[config.mk]
export PLATFORM = sky130hd
export DESIGN_NAME = ad9231_spi_reg_reader
export DESIGN_NICKNAME = d
export VERILOG_FILES = /design/src/rtl/ad9231_spi_reg_reader.sv
export SDC_FILE = /design/constraint.sdc
export NUM_CORES = 1
export LEC_CHECK = 0
export BUFFER_PORTS_ARGS = -buffer_cell sky130_fd_sc_hd__buf_2
export CAP_MARGIN = 20
export CORE_MARGIN = 2
export CORE_UTILIZATION = 60
export CTS_BUF_LIST = sky130_fd_sc_hd__clkbuf_4
export DETAILED_ROUTE_END_ITERATION = 6
export GPL_TIMING_DRIVEN = 0
export PLACE_DENSITY = 0.91
export SLEW_MARGIN = 20
export SYNTH_ARGS = -nofsm -noshare
export SYNTH_HDL_FRONTEND = slang
export SYNTH_SLANG_ARGS = --single-unit
[constraint.sdc]
create_clock -name clk -period 3.07 [get_ports clk]
set_clock_uncertainty 0.05 [all_clocks]
set_input_delay 0.307 -clock clk [delete_from_list [all_inputs] [get_ports clk]]
set_output_delay 0.307 -clock clk [all_outputs]
set_load 0.01 [all_outputs]
[src/rtl/ad9231_spi_reg_reader.sv]
// AD9231 3-wire SPI single-byte read-back master: 16-bit read instruction, SDIO turnaround, 8 data bits in.
// Optional expected-value compare (rd_exp / rd_mismatch) is built only when AD9231_RD_VERIFY_EN is defined.
module ad9231_spi_reg_reader #(
   parameter int CLK_DIV  = 4,
   parameter int CS_SETUP = 2,
   parameter int CS_HOLD  = 2
) (
   input  logic        clk,
   input  logic        reset_n,
   input  logic        rd_req,
   input  logic [12:0] rd_addr,
   output logic        rd_busy,
   output logic        rd_valid,
   output logic [7:0]  rd_data,
   output logic        cs_n,
   output logic        sclk,
   output logic        sdio_o,
   output logic        sdio_oe,
   input  logic        sdio_i
`ifdef AD9231_RD_VERIFY_EN
   ,
   input  logic [7:0]  rd_exp,
   output logic        rd_mismatch
`endif
);

   localparam logic [2:0] S_IDLE  = 3'd0;
   localparam logic [2:0] S_SETUP = 3'd1;
   localparam logic [2:0] S_INSTR = 3'd2;
   localparam logic [2:0] S_DATA  = 3'd3;
   localparam logic [2:0] S_HOLD  = 3'd4;
   localparam logic [2:0] S_GAP   = 3'd5;

   localparam logic [15:0] DIV_LAST   = 16'(CLK_DIV - 1);
   localparam logic [15:0] SETUP_LAST = 16'(CS_SETUP - 1);
   localparam logic [15:0] HOLD_LAST  = 16'(CS_HOLD - 1);

   logic [2:0]  state;
   logic [15:0] cnt;
   logic [4:0]  bit_cnt;
   logic [14:0] instr_sr;
   logic [7:0]  rx_sr;
`ifdef AD9231_RD_VERIFY_EN
   logic [7:0]  exp_r;
`endif

   // instr_sr holds instruction bits 14:0; bit 15 (read flag) goes straight to sdio_o at acceptance.
   always_ff @(posedge clk or negedge reset_n) begin
      if (!reset_n) begin
         state    <= S_IDLE;
         cnt      <= '0;
         bit_cnt  <= '0;
         instr_sr <= '0;
         rx_sr    <= '0;
         cs_n     <= 1'b1;
         sclk     <= 1'b0;
         sdio_o   <= 1'b0;
         sdio_oe  <= 1'b0;
         rd_busy  <= 1'b0;
         rd_valid <= 1'b0;
         rd_data  <= '0;
`ifdef AD9231_RD_VERIFY_EN
         exp_r       <= '0;
         rd_mismatch <= 1'b0;
`endif
      end else begin
         rd_valid <= 1'b0;
         case (state)
            S_IDLE: begin
               if (rd_req) begin
                  state    <= S_SETUP;
                  cnt      <= '0;
                  bit_cnt  <= '0;
                  instr_sr <= {2'b00, rd_addr};
                  cs_n     <= 1'b0;
                  rd_busy  <= 1'b1;
                  sdio_oe  <= 1'b1;
                  sdio_o   <= 1'b1;
`ifdef AD9231_RD_VERIFY_EN
                  exp_r    <= rd_exp;
`endif
               end
            end

            S_SETUP: begin
               if (cnt == SETUP_LAST) begin
                  cnt   <= '0;
                  state <= S_INSTR;
               end else begin
                  cnt <= cnt + 16'd1;
               end
            end

            S_INSTR, S_DATA: begin
               if (cnt == DIV_LAST) begin
                  cnt <= '0;
                  if (!sclk) begin
                     sclk <= 1'b1;
                     if (state == S_DATA) rx_sr <= {rx_sr[6:0], sdio_i};
                  end else begin
                     sclk <= 1'b0;
                     if (state == S_INSTR) begin
                        // Falling edge after the 16th rise releases SDIO to the ADC.
                        if (bit_cnt == 5'd15) begin
                           bit_cnt <= '0;
                           state   <= S_DATA;
                           sdio_oe <= 1'b0;
                           sdio_o  <= 1'b0;
                        end else begin
                           bit_cnt  <= bit_cnt + 5'd1;
                           sdio_o   <= instr_sr[14];
                           instr_sr <= {instr_sr[13:0], 1'b0};
                        end
                     end else begin
                        if (bit_cnt == 5'd7) begin
                           bit_cnt <= '0;
                           state   <= S_HOLD;
                        end else begin
                           bit_cnt <= bit_cnt + 5'd1;
                        end
                     end
                  end
               end else begin
                  cnt <= cnt + 16'd1;
               end
            end

            S_HOLD: begin
               if (cnt == HOLD_LAST) begin
                  cnt      <= '0;
                  state    <= S_GAP;
                  cs_n     <= 1'b1;
                  rd_valid <= 1'b1;
                  rd_data  <= rx_sr;
`ifdef AD9231_RD_VERIFY_EN
                  rd_mismatch <= (rx_sr != exp_r);
`endif
               end else begin
                  cnt <= cnt + 16'd1;
               end
            end

            S_GAP: begin
               // Keeps CS high for at least CS_HOLD cycles before the next request can be taken.
               if (cnt == HOLD_LAST) begin
                  cnt     <= '0;
                  state   <= S_IDLE;
                  rd_busy <= 1'b0;
               end else begin
                  cnt <= cnt + 16'd1;
               end
            end

            default: state <= S_IDLE;
         endcase
      end
   end

endmodule
==> qor.txt, run 1 <==
Register area share after synthesis = 49.0%
Adder-cell share of the synthesized area = 2.00%
Die span in x = 76.1 um
Final wirelength = 6300 um
Initial antenna violation count = 0
Setup TNS = 0 ps
Startpoint Class = register
Synthesized area per cell = 10.4 um2
Main combinational cell family by area after synthesis = simple AND/OR/NAND/NOR gates
Design area = 0.00351 mm2
Pins Over Slew Limit = 0
Remaining DRCs = 0
ANT cells = 0
NumNets Final = 365
Min-delay src = rd_addr[0]
Synth Area in XOR/XNOR = 1.40%
Crit-path max cell delay = 650 ps
CTS Buffer Depth = 2
Post-synth EDFFs = 0
MaxCap Viol Count = 0
Status = finished clean
Max Fclk = 377 MHz
Async S/R FF share, synth = 100%
CTS tree = done
WP data arrival = 2900 ps
Post-Synthesis Cells = 301
PwrDens = 408 mW/mm2
Placement Rows = 26
Worst-path cell chain = or4_1 > nor4_4 > nand2_1 > nor3_4 > mux2_2
Mux share of post-synthesis cell area = 11.6%
P_leak = 1.70 nW
Post-layout min period = 2650 ps
RSZ-0062 raised after global routing = false
Total die area = 0.00579 mm2
Slowest-stage cell, CP = or4_1
Share of cells above drive strength 1 = 26.4%
Crit-path max FO = 8
Final setup viols = 0
First-pass iteration count of the detailed router = 4
Num ports = 31
CTS buffer count = 9
Die Span Y = 76.1 um
GRT Overall Usage = 23.3%
Clock Pin Slew Worst Setup and Hold Paths = 120 ps
DR WL/cell = 15.1 um
Crit path launch = cnt[6]
Period utilization = 86.4%
First-pass GRT wire length = 10900 um
Synthesized Nets = 323
Post-CTS Setup Inserts = 0
HP Class = in -> reg
Req. time, crit path = 3320 ps
Worst slew pin tran = 929 ps
Number of global-route vias before repair = 2390
Core ar. = 0.00507 mm2
Vias = 2413
Largest net degree at the start of global routing = 62
Initial Utilization = 61.5%
Placed Area = 0.00336 mm2
Final ANT Viol Nets = 0
Slew margin rel. = 37.5%
Clk_lat worst skew = 410 ps
Primary FF master, synth = dfrtp_1
Compound-gate portion of the synthesized area = 12.1%
Worst r2r src = cnt[6]
Seq cells post-synth = 61
Maximum vdd ir drop = 0.379 mV
Filler Cells Inserted = 385
Layout area overhead = 12.6%
H-tree levels = 3
DP Wirelength = 4390 um
Setup CP Type = reg -> reg
Sink Count = 61
Simple-gate share of the synthesized area = 20.6%
Congestion Overflow GR = 0
Clk root buf = clkbuf_4
Final hold vios = 0
Iter 0 DRT Violations = 229
Routed vias/inst = 5.77
CP Capture Type = register
GP Congestion = 0.873
Synth Warn # = 0
Buffers added on ports = 30
Syn Std Cell Area = 0.00312 mm2
Post-synth cell types = 53
==> final timing paths <==
path	end	slack (ps)	depth (start not counted)
setup / recovery	rx_sr[2]	420	5
hold / removal	instr_sr[0]	60	2
setup reg to reg	rx_sr[2]	420	5
hold reg to reg	cs_n	450	2
max in group asynchronous	rd_data[0]	2020	2
min in group asynchronous	state[1]	450	2
==> where the power goes <==
part | internal, mW | switching (mW)
combinational | 0.0183 | 0.0295
sequential | 0.807 | 0.00375
clock | 0.252 | 0.321
total | 1.08 | 0.354
==> metal layers <==
metal  global-route usage (%)  wire [um]  vias to the layer above
met3                     4.86        295                        8
li1                         -          -                     1159
met1                     30.5       2820                     1190
met4                     11.3         95                        0
met5                        0          0                        -
met2                     37.5       3090                       56
==> registers in the layout, indices dropped and copies added (netlist names) <==
signal / cells
rx_sr: 8
rd_valid: 1
cnt: 16
rd_busy: 1
state: 3
cs_n: 1
sdio_oe: 1
rd_data: 8
bit_cnt: 5
sclk: 1
sdio_o: 1
instr_sr: 15
==> worst max-delay path, delay by kind of cell, from the launching register on <==
family,cells,cell delay (ps)
AND/OR/NAND/NOR,4,1640
flip-flops,1,460
multiplexers,1,390
==> synth_stat cells (all sizes together), types with 2 or more instances <==
cell type / count / area share [%]
or4: 5 / 1.6
a41oi: 2 / 0.56
nand3: 12 / 1.9
or3b: 2 / 0.56
nand4: 4 / 0.80
a31oi: 6 / 1.4
nor2: 11 / 1.6
ha: 5 / 2.0
o21ai: 17 / 3.1
mux2i: 2 / 0.64
buf: 4 / 1.1
nor4: 4 / 1.8
mux2: 28 / 11
o22ai: 2 / 0.40
nand2: 56 / 6.7
a21o: 4 / 0.96
dfrtp: 60 / 48
xor2: 3 / 0.84
nor2b: 3 / 0.60
a211oi: 2 / 0.48
xnor2: 2 / 0.56
a21oi: 11 / 1.8
inv: 7 / 0.84
nand2b: 4 / 0.80
a22o: 7 / 2.0
nor3: 11 / 2.1
or3: 2 / 0.40
clkbuf: 11 / 1.4
==> area by class of cell <==
| class | count | area (um2) | share of cell area [%] |
|---|---|---|---|
| timing repair buffer | 31 | 163 | 4.63 |
| clock buffer | 9 | 67.6 | 1.92 |
| clock inverter | 7 | 75.1 | 2.14 |
| multi-input combinational | 218 | 1490 | 42.4 |
| inverter | 7 | 26.3 | 0.748 |
| buffer | 15 | 76.3 | 2.17 |
| tap | 70 | 87.6 | 2.49 |
| sequential | 61 | 1530 | 43.5 |
==> metrics by stage <==
| step | std cells | power, mW | util, % | setup WS, ps | hold WS, ps |
|---|---|---|---|---|---|
| floorplan | 301 | 0.843 | - | 643 | -38.6 |
| global placement | 401 | 0.871 | 66.2 | 468 | 414 |
| detailed placement | 401 | 0.874 | 66.2 | 454 | 382 |
| CTS | 418 | 1.44 | 69.2 | 443 | 54.6 |
| global route | 418 | 1.48 | 69.2 | 259 | 60.8 |
| finish | 418 | 1.43 | 69.2 | 419 | 63.7 |
==> cell usage in the layout, fill, tap and decap left out, types with 3 or more instances in the layout <==
cell type	instances
nand2_1	56
clkinv_4	3
mux2_4	7
buf_2	29
xor2_1	3
a21o_1	4
nand2b_1	4
nor2_1	10
a22o_1	7
nor2b_1	3
a21oi_1	11
nor3_1	10
or4_4	3
mux2_2	21
nand3_1	12
inv_1	7
o21ai_0	15
dfrtp_1	60
clkbuf_1	10
clkbuf_4	9
nand4_1	4
a31oi_1	5
ha_1	5
==> kinds of logic after synthesis <==
| kind of cell | Yosys count |
|---|---|
| flops | 61 |
| buf+inv | 22 |
| fa+ha+maj | 5 |
| mux | 30 |
| simple gates | 121 |
| xor+xnor | 5 |
| compound gates | 57 |
==> timing repair <==
action                                 CTS  global route
hold buffers                             1             0
endpoints found under the hold margin   60             0
gates resized for setup                  0             0
Note: power is estimated with default switching activity, not from simulation.
==> run 2: changes to the inputs <==
--- a/config.mk
+++ b/config.mk
@@ -5,6 +5,7 @@
 export SDC_FILE = /design/constraint.sdc
 export NUM_CORES = 1
 export LEC_CHECK = 0
+export ABC_AREA = 1
 export BUFFER_PORTS_ARGS = -buffer_cell sky130_fd_sc_hd__buf_2
 export CAP_MARGIN = 20
 export CORE_MARGIN = 2
@@ -12,7 +13,7 @@
 export CTS_BUF_LIST = sky130_fd_sc_hd__clkbuf_4
 export DETAILED_ROUTE_END_ITERATION = 6
 export GPL_TIMING_DRIVEN = 0
-export PLACE_DENSITY = 0.91
+export PLACE_DENSITY = 0.9
 export SLEW_MARGIN = 20
 export SYNTH_ARGS = -nofsm -noshare
 export SYNTH_HDL_FRONTEND = slang
==> run 2 against run 1 <==
Sequential share of layout area shrank 4.2 points; via count is 30% higher; cell count is 37% higher; largest power group is now combinational cells; synthesized area grew 13%.
==> qor.txt, run 2 <==
DP Wirelength = 5250 um (+19%)
H-tree levels = 3 (unchanged)
Crit-path max FO = 5 (-3)
Share of cells above drive strength 1 = 20.8% (-5.6 points)
Most frequent CP cell = nand2_1
Initial antenna violation count = 0 (unchanged)
Max Fclk = 490 MHz (+30%)
CTS tree = done
Iter 0 DRT Violations = 222 (-3.1%)
Congestion Overflow GR = 0 (unchanged)
Period utilization = 66.4% (-20 points)
Primary FF master, synth = dfrtp_1
Remaining DRCs = 0 (unchanged)
Post-synth EDFFs = 0 (unchanged)
Final ANT Viol Nets = 0 (unchanged)
CP top delay family = simple AND/OR/NAND/NOR gates
Buffers added on ports = 30 (unchanged)
Routed vias/inst = 5.49 (-4.9%)
CP Capture Type = register
Pins Over Slew Limit = 0 (unchanged)
Biggest regs = cnt: 16 flops, instr_sr: 15 flops
Worst slack, placed = 1120 ps (+667 ps)
Die span in x = 80.7 um (+6.0%)
HP Class = in -> reg
Worst-path cell chain = ha_1 > nand2_1 > nor2_1 > ha_1 > inv_1 > nand3_1 > nand2_1 > nor2_1 > nand3_1 > nand2_1 > nand2_1
Commonest cells in the netlist = 179 x nand2_1, 60 x dfrtp_1, 38 x inv_1
Most frequent cells in the layout = 179 x nand2_1, 60 x dfrtp_1, 38 x inv_1
First-pass GRT wire length = 12900 um (+18%)
NumNets Final = 516 (+41%)
Largest register FFs = 16 (unchanged)
Area leader, netlist = dfrtp_1
Number of global-route vias before repair = 2952 (+24%)
Largest net degree at the start of global routing = 62 (unchanged)
Async S/R FF share, synth = 100% (unchanged)
Post-layout min period = 2040 ps (-611 ps)
Final setup viols = 0 (unchanged)
Register area share after synthesis = 43.3% (-5.7 points)
Largest cells by area after synthesis = dfrtp_1 43%, nand2_1 19%, nand4_1 4.3%, inv_1 4.0%, nand3_1 4.0%
CTS Buffer Depth = 2 (unchanged)
ANT cells = 0 (unchanged)
PwrDens = 811 mW/mm2 (+99%)
MaxCap Viol Count = 0 (unchanged)
Core ar. = 0.00561 mm2 (+11%)
Maximum vdd ir drop = 0.720 mV (+90%)
Clk root buf = clkbuf_4
Num ports = 31 (unchanged)
Setup CP Type = reg -> reg
P_leak = 2.05 nW (+20%)
Synth top area share = 42.5% (-5.6 points)
Post-Synthesis Cells = 452 (+50%)
Slowest-stage cell, CP = dfrtp_1
Slew margin rel. = 49.0% (+12 points)
First-pass iteration count of the detailed router = 5 (+1)
Status = finished clean
Clock Pin Slew Worst Setup and Hold Paths = 100 ps (-20 ps)
Seq cells post-synth = 61 (unchanged)
CTS buffer count = 9 (unchanged)
Placement Rows = 27 (+3.8%)
Req. time, crit path = 3320 ps (about the same)
DR WL/cell = 13.0 um (-13%)
Vias = 3135 (+30%)
Filler Cells Inserted = 467 (+21%)
Top reg by flops = cnt
Synth Warn # = 0 (unchanged)
Sink Count = 61 (unchanged)
RSZ-0062 raised after global routing = false
Layout area overhead = 10.3%
Commonest non-fill, non-tap cell in the layout = nand2_1
Worst slew pin tran = 764 ps (-165 ps)
Final hold vios = 0 (unchanged)
Post-synth cell types = 33 (-38%)
Startpoint Class = register
GRT Overall Usage = 25.5% (+2.1 points)
Crit-path max cell delay = 420 ps (-230 ps)
Worst setup margin = 1030 ps (+611 ps)
Initial Utilization = 62.9% (+1.5 points)
Clk_lat worst skew = 400 ps (about the same)
Syn Std Cell Area = 0.00353 mm2 (+13%)
Setup TNS = 0 ps (unchanged)
CP Buf/Inv Count = 1 (+1)
Die Span Y = 80.7 um (+6.0%)
WP data arrival = 2290 ps (-610 ps)
Top-count cell post-synth = nand2_1
Synthesized Nets = 474 (+47%)
Total die area = 0.00651 mm2 (+12%)
Synthesized area per cell = 7.81 um2 (-25%)
GP Congestion = 0.875 (+0.24%)
Final wirelength = 7450 um (+18%)
Post-CTS Setup Inserts = 0 (unchanged)
run 2: changes by cell type after synthesis, moves of 7 or more:
cell	change
nand3_1	+16
inv_1	+31
mux2_2	-21
a21oi_1	-9
nand2_1	+123
clkbuf_1	-10
nand4_1	+20
o21ai_2	+16
nor2_1	+20
a22o_1	-7
mux2_4	-7
nor3_1	-10
run 2: final timing paths:
kind,slack (ps),from,cells after the start,to
max in group asynchronous,2000,reset_n,2,instr_sr[2]
min reg2reg,430,instr_sr[7],2,instr_sr[7]
max reg2reg,1030,bit_cnt[0],11,state[1]
max,1030,bit_cnt[0],11,state[1]
min,90,sdio_i,3,rx_sr[0]
min in group asynchronous,470,reset_n,2,rd_data[3]
run 2: area by class of cell:
cell class | instances | area (um2) | area share [%]
Multi-Input combinational cell | 333 | 1710 | 43.9
Timing Repair Buffer | 31 | 163 | 4.18
Buffer | 15 | 126 | 3.25
Tap cell | 72 | 90.1 | 2.31
Clock inverter | 5 | 27.5 | 0.707
Clock buffer | 11 | 82.6 | 2.12
Sequential cell | 61 | 1530 | 39.2
Inverter | 43 | 166 | 4.28
run 2: timing repair:
item	in CTS	in global routing
gates resized for setup	0	0
hold buffers	1	0
hold endpoints to repair	60	0
run 2: stage by stage:
step / utilization, % / power, mW / hold WS (ps) / instance area [um2] / cells
6_report: 69.4 / 3.16 / 90.9 / 3890 / 571
5_1_grt: 69.4 / 3.41 / 64.4 / 3890 / 571
4_1_cts: 69.4 / 3.16 / 80.2 / 3890 / 571
3_5_place_dp: 67.3 / 2.68 / 386 / 3770 / 554
3_3_place_gp: 67.2 / 2.61 / 404 / 3770 / 554
2_1_floorplan: - / 2.31 / -38.6 / 3530 / 452
run 2: kinds of logic (layout without fill, tap and decap cells):
family / count (synthesis) / count (layout) / synth area share, %
compound gates: 36 / 36 / 7.59
xor+xnor: 7 / 7 / 1.74
fa+ha+maj: 5 / 5 / 1.77
buf+inv: 58 / 105 / 8.29
flops: 61 / 61 / 43.3
simple gates: 285 / 285 / 37.3
run 2: per-layer routing:
layer | wire (um) | part of all wire [%] | global-route usage, %
met4 | 143 | 1.9 | 8.81
met2 | 3670 | 49 | 42.3
met3 | 309 | 4.2 | 5.28
met5 | 0 | 0 | 0
met1 | 3320 | 45 | 33.3
run 2: report_power, final:
group | internal, mW | leakage, nW | switching (mW) | total [mW]
clock network | 0.178 | 0.0579 | 0.295 | 0.472
registers | 1.01 | 0.804 | 0.119 | 1.13
logic | 0.517 | 1.19 | 1.04 | 1.56
run 2: worst min-delay path, delay by kind of cell:
family,cells,cell delay [ps]
AO/OA/AOI/OAI,1,60
buffers and inverters,2,150
